$ cat src/rtl/hazard_ctrl.sv
// hazard_ctrl: pipeline hazard and flush sequencer for the five-stage core.
// Compares the ID-stage sources against the EX, MEM and WB destinations,
// holds fetch and bubbles ID/EX for as many cycles as the dependency needs,
// and sequences the squash that follows a taken branch from EX/MEM.
//
// Optional feature macro: HAZARD_FORWARD_EN
//   defined   - datapath forwards from EX/MEM/WB; only a load-use on the EX
//               stage stalls, for a single cycle (STALL stays in the FSM but
//               cannot be reached).
//   undefined - no forwarding; EX/MEM/WB matches stall 3/2/1 cycles.
//
// hazard, id_bubble and flush are combinational by design: fetch must be held
// in the same cycle the dependent instruction sits in ID. They are forced low
// while reset is asserted.

module hazard_ctrl #(
  parameter int unsigned REG_W = 5
) (
  input  logic             clk,
  input  logic             reset,
  input  logic             id_valid,
  input  logic [REG_W-1:0] id_rs1,
  input  logic [REG_W-1:0] id_rs2,
  input  logic             id_use_rs1,
  input  logic             id_use_rs2,
  input  logic [REG_W-1:0] ex_rd,
  input  logic [REG_W-1:0] mem_rd,
  input  logic [REG_W-1:0] wb_rd,
  input  logic             ex_regwrite,
  input  logic             mem_regwrite,
  input  logic             wb_regwrite,
  input  logic             ex_memread,
  input  logic             branch_cond,
  output logic             hazard,
  output logic             id_bubble,
  output logic             flush,
  output logic [1:0]       stall_count
);

  localparam int unsigned NEED_W = 2;
  localparam int unsigned CNT_W  = 2;

  localparam logic [1:0] ST_IDLE  = 2'd0;
  localparam logic [1:0] ST_STALL = 2'd1;
  localparam logic [1:0] ST_FLUSH = 2'd2;

  localparam logic [NEED_W-1:0] NEED_NONE = NEED_W'(0);
  localparam logic [NEED_W-1:0] NEED_WB   = NEED_W'(1);
  localparam logic [CNT_W-1:0]  CNT_MAX   = CNT_W'(3);

  logic [1:0]        state_q, state_d;
  logic [NEED_W-1:0] remain_q, remain_d;
  logic [CNT_W-1:0]  stall_count_q, stall_count_d;

  logic              ex_match_c;
  logic [NEED_W-1:0] need_c;
  logic              hazard_c;
  logic              flush_c;

  // True when a writing stage's destination feeds a source ID actually reads.
  function automatic logic src_match(input logic             regwrite,
                                     input logic [REG_W-1:0] rd);
    logic hit;
    hit = (id_use_rs1 && (id_rs1 == rd)) || (id_use_rs2 && (id_rs2 == rd));
    return id_valid && regwrite && (rd != REG_W'(0)) && hit;
  endfunction

  // EX-stage dependency is needed by both build variants.
  always_comb begin
    ex_match_c = src_match(ex_regwrite, ex_rd);
  end

`ifdef HAZARD_FORWARD_EN
  logic unused_fwd;

  // With forwarding only a load result in EX cannot reach ID in time.
  always_comb begin
    need_c = NEED_NONE;
    if (ex_match_c && ex_memread) begin
      need_c = NEED_WB;
    end
  end

  // MEM/WB destinations are covered by forwarding paths.
  always_comb begin
    unused_fwd = ^{mem_rd, wb_rd, mem_regwrite, wb_regwrite};
  end
`else
  localparam logic [NEED_W-1:0] NEED_MEM = NEED_W'(2);
  localparam logic [NEED_W-1:0] NEED_EX  = NEED_W'(3);

  logic mem_match_c;
  logic wb_match_c;
  logic unused_nofwd;

  // Closest producing stage decides how long the operand is unavailable.
  always_comb begin
    mem_match_c = src_match(mem_regwrite, mem_rd);
    wb_match_c  = src_match(wb_regwrite, wb_rd);
    need_c      = NEED_NONE;
    if (ex_match_c) begin
      need_c = NEED_EX;
    end else if (mem_match_c) begin
      need_c = NEED_MEM;
    end else if (wb_match_c) begin
      need_c = NEED_WB;
    end
  end

  // Load/ALU distinction is irrelevant without forwarding.
  always_comb begin
    unused_nofwd = ex_memread;
  end
`endif

  // Next-state logic for the IDLE/STALL/FLUSH sequencer.
  always_comb begin
    state_d  = state_q;
    remain_d = remain_q;
    case (state_q)
      ST_IDLE: begin
        if (branch_cond) begin
          state_d  = ST_FLUSH;
          remain_d = NEED_NONE;
        end else if (need_c != NEED_NONE) begin
          remain_d = NEED_W'(need_c - NEED_WB);
          if (need_c != NEED_WB) begin
            state_d = ST_STALL;
          end
        end
      end
      ST_STALL: begin
        if (branch_cond) begin
          state_d  = ST_FLUSH;
          remain_d = NEED_NONE;
        end else if (remain_q <= NEED_WB) begin
          state_d  = ST_IDLE;
          remain_d = NEED_NONE;
        end else begin
          remain_d = NEED_W'(remain_q - NEED_WB);
        end
      end
      ST_FLUSH: begin
        remain_d = NEED_NONE;
        state_d  = branch_cond ? ST_FLUSH : ST_IDLE;
      end
      default: begin
        state_d  = ST_IDLE;
        remain_d = NEED_NONE;
      end
    endcase
  end

  // Stall/flush outputs; a redirecting branch always wins over a stall.
  always_comb begin
    hazard_c = 1'b0;
    flush_c  = 1'b0;
    if (!reset) begin
      flush_c  = branch_cond || (state_q == ST_FLUSH);
      hazard_c = !branch_cond &&
                 (((state_q == ST_IDLE) && (need_c != NEED_NONE)) ||
                  (state_q == ST_STALL));
    end
  end

  // Consecutive stalled-cycle counter, saturating.
  always_comb begin
    stall_count_d = CNT_W'(0);
    if (hazard_c) begin
      stall_count_d = (stall_count_q == CNT_MAX) ? CNT_MAX
                                                 : CNT_W'(stall_count_q + CNT_W'(1));
    end
  end

  // State registers.
  always_ff @(posedge clk or posedge reset) begin
    if (reset) begin
      state_q       <= ST_IDLE;
      remain_q      <= NEED_NONE;
      stall_count_q <= CNT_W'(0);
    end else begin
      state_q       <= state_d;
      remain_q      <= remain_d;
      stall_count_q <= stall_count_d;
    end
  end

  assign hazard      = hazard_c;
  assign id_bubble   = hazard_c;
  assign flush       = flush_c;
  assign stall_count = stall_count_q;

  // Fetch hold and squash are mutually exclusive.
  assert property (@(posedge clk) disable iff (reset) !(hazard && flush));

endmodule
$ cat config.mk
export PLATFORM = sky130hd
export DESIGN_NAME = hazard_ctrl
export DESIGN_NICKNAME = d
export VERILOG_FILES = /design/src/rtl/hazard_ctrl.sv
export SDC_FILE = /design/constraint.sdc
export NUM_CORES = 1
export LEC_CHECK = 0
export ABC_CLOCK_PERIOD_IN_PS = 4750
export CORE_MARGIN = 4
export CORE_UTILIZATION = 35
export CTS_CLUSTER_SIZE = 20
export DETAILED_ROUTE_END_ITERATION = 8
export DONT_BUFFER_PORTS = 1
export HOLD_SLACK_MARGIN = 0.05
export PLACE_DENSITY = 0.54
export SLEW_MARGIN = 20
export SYNTH_ARGS = -nofsm -noshare
export SYNTH_HDL_FRONTEND = slang
export SYNTH_SLANG_ARGS = --single-unit
$ cat constraint.sdc
create_clock -name clk -period 4.75 [get_ports clk]
set_input_delay 0.475 -clock clk [delete_from_list [all_inputs] [get_ports clk]]
set_output_delay 0.475 -clock clk [all_outputs]
set_load 0.01 [all_outputs]
==> flow_metrics.env <==
export IMPL_dpl_cell_area_sq_um=858.3
export IMPL_dr_first_iter_drc_count=13
export IMPL_synth_top_family_by_area="XOR/XNOR gates"
export IMPL_hp_class="in -> reg"
export IMPL_grt_ovfl_total=0
export IMPL_pwr_density_cell_nw_per_um2=170.8
export IMPL_die_h_microns=56.72
export IMPL_place_hpwl_microns=1749
export IMPL_synth_top_area_cell="xnor2_1"
export IMPL_yosysTopAreaCellShare_pct=23.19
export IMPL_cts_htree_levels=1
export IMPL_seq_power_share_pct=37.2
export IMPL_synthAdderAreaFrac_pct=9.036
export IMPL_ys_seq_area_share_pct=18.07
export IMPL_ant_nets=0
export IMPL_mostFrequentLayoutCell="xnor2_1"
export IMPL_intPower_uw=110.4
export IMPL_grt_max_degree=8
export IMPL_critPathKind="in -> out"
export IMPL_worst_slack_ns=1.914
export IMPL_dieArea_sq_um=3217
export IMPL_path_cells="or4_1 > o211ai_1 > o21a_1 > ha_1 > nor2b_1 > o21ai_0 > inv_1"
export IMPL_synth_area_mux_share_pct=1.355
export IMPL_clkPwrFrac_pct=29.3
export IMPL_io_buffers=0
export IMPL_cpMaxStageDelayCell="or4_1"
export IMPL_ys_async_sr_fraction_pct=100.0
export IMPL_grt_usage_pct=12.50
export IMPL_clock_skew_ns=0.001325
export IMPL_pre_cts_slack_ns=1.896
export IMPL_wl_microns=1979
export IMPL_final_area_sq_um=890.9
export IMPL_grt_pass1_wl_microns=3160
export IMPL_drv_slew=0
export IMPL_slowest_delay_ns=0.54
export IMPL_rows=17
export IMPL_yosysWarnings=0
export IMPL_cp_required_ns=4.28
export IMPL_timing_final_hold_violations=0
export IMPL_num_vias=721
export IMPL_cts_buffers=3
export IMPL_period_minus_slack_ns=2.836
export IMPL_switchingPower_uw=41.78
export IMPL_cts_resized_gates=0
export IMPL_p_leak_uw=0.0003314
export IMPL_synth_xor_area_share_pct=31.63
export IMPL_finalCoreUtilization_pct=39.89
export IMPL_cap_viol_max_count=0
export IMPL_synth_edf_count=0
export IMPL_layout_common_cells="xnor2_1 (22), nand2_1 (9), nor2_1 (9)"
export IMPL_clock_latency_ns=0.24
export IMPL_crit_fanout=7
export IMPL_synth_avg_cell_area_sq_um=8.308
export IMPL_grt_antenna_before_repair=0
export IMPL_peakVddDrop_mv=0.06979
export IMPL_fmax_mhz=352.7
export IMPL_post_drt_wl_per_cell_microns=15.11
export IMPL_drc_errors=0
export IMPL_netlist_top_cells_area="xnor2_1 (23%), dfrtp_1 (18%), ha_1 (9.0%)"
export IMPL_area_growth_pct=7.229
export IMPL_initial_core_util_pct=37.20
export IMPL_gp_congestion=0.7803
export IMPL_die_width_microns=56.72
export IMPL_synthSimpleGateAreaFrac_pct=18.83
export IMPL_fillCellCount=244
export IMPL_grt_pass1_vias=674
export IMPL_synth_ff_type="dfrtp_1"
export IMPL_clockRootBuffer="clkbuf_4"
export IMPL_syn_nets=141
export IMPL_clk_path_buf_depth=2
export IMPL_max_slew_margin_rel_pct=75.76
export IMPL_crit_path_end_kind="output pin"
export IMPL_worstPathArrival_ns=2.36
export IMPL_ys_types=31
export IMPL_clkSlewWorstSetupHoldPaths_ns=0.04
export IMPL_tritoncts="done"
export IMPL_combinationalPowerShare_pct=33.5
export IMPL_drive_gt1_share_pct=7.767
export IMPL_antenna_cells=0
export IMPL_vias_per_cell=5.504
export IMPL_core_sq_um=2233
export IMPL_critPathLaunchType="input port"
export IMPL_synth_area_sq_um=830.8
export IMPL_status="finished clean"
export IMPL_rsz0062_at_grt="no"
export IMPL_nets=146
export IMPL_ys_seq_elements=6
export IMPL_cts_sinks=6
export IMPL_synth_compound_area_share_pct=17.47
export IMPL_ios=40
export IMPL_setup_viol=0
export IMPL_tightestPinTransition_ns=0.3598
export IMPL_syn_inst=100
export IMPL_dr_pass1_iters=4
export IMPL_switching_share_pct=27.46
export IMPL_finalSetupTns_ns=0
export IMPL_finalCritPeriodShare_pct=59.70
cells by family (layout without fill, tap and decap cells):
| logic type | count (synthesis) | count (layout) |
|---|---|---|
| AOI/OAI and AO/OA | 19 | 19 |
| xor gates and xnor gates | 30 | 30 |
| adders and majority gates | 6 | 6 |
| buffers and inverters | 7 | 10 |
| muxes | 1 | 1 |
| DFF | 6 | 6 |
| and+or+nand+nor | 31 | 31 |
sequential cells by signal (all words and copies together), names as in the netlist:
register	count
stall_count	2
state_q	2
remain_q	2
worst max-delay path, delay by kind of cell:
| family | cells | cell delay [ns] |
|---|---|---|
| buf+inv | 1 | 0.20 |
| fa+ha+maj | 1 | 0.28 |
| simple gates | 2 | 0.64 |
| compound gates | 3 | 0.77 |
power by group through the flow:
stage / registers, uW / logic, uW / clock network, uW
floorplan: 56.4 / 44.7 / 0
global placement: 57.2 / 49.3 / 0
detailed placement: 57.1 / 50.7 / 0
CTS: 56.6 / 51.5 / 47.0
global route: 56.9 / 57.4 / 48.4
finish: 56.6 / 51.0 / 44.6
cell usage after synthesis, types with 2 or more instances:
library cell and instances:
a22oi_1 2, nand4_1 4, nand2_1 9, ha_1 6, nor2_1 9, xor2_1 8
inv_1 6, dfrtp_1 6, and2_1 2, o21ai_0 4, or4_1 2, xnor2_1 22
o22ai_1 2
final timing paths:
path,from,to,slack (ns),cells past startpoint
min in group asynchronous,reset,stall_count[1],0.59,2
worst max register to register,state_q[0],stall_count[1],3.25,5
max in group asynchronous,reset,state_q[0],3.98,2
worst min-delay path,branch_cond,remain_q[0],0.29,1
worst max-delay path,mem_rd[0],id_bubble,1.91,7
worst min register to register,stall_count[0],stall_count[0],0.54,1
metal layers:
metal / vias up / routed length, microns / share of wire [%] / GRT usage, %
met2: 30 / 971 / 49 / 19.80
met4: 0 / 28 / 1.4 / 6.102
met5: - / 0 / 0 / 0
met3: 4 / 133 / 6.7 / 2.529
li1: 355 / - / - / -
met1: 332 / 844 / 43 / 15.93
stage by stage:
step	std cells	hold WS, ns	total power, uW
2_1_floorplan	100	0.2660	101.1
3_3_place_gp	127	0.2834	106.5
3_5_place_dp	127	0.2911	107.8
4_1_cts	131	0.2799	155.1
5_1_grt	131	0.2774	162.8
6_report	131	0.2895	152.2
layout make-up:
| type | instances | area (sq um) | area share [%] |
|---|---|---|---|
| inverter | 6 | 22.52 | 2.528 |
| timing repair buffer | 1 | 10.01 | 1.124 |
| clock buffer | 3 | 22.52 | 2.528 |
| sequential | 6 | 150.1 | 16.85 |
| tap | 28 | 35.03 | 3.933 |
| multi-input combinational | 87 | 650.6 | 73.03 |
repair_timing:
action,in CTS,in global routing
buffers inserted,0,0
endpoints found under the setup margin,0,0
hold endpoints to repair,6,0
hold buffers,1,0
(Power assumes the default switching activity.)
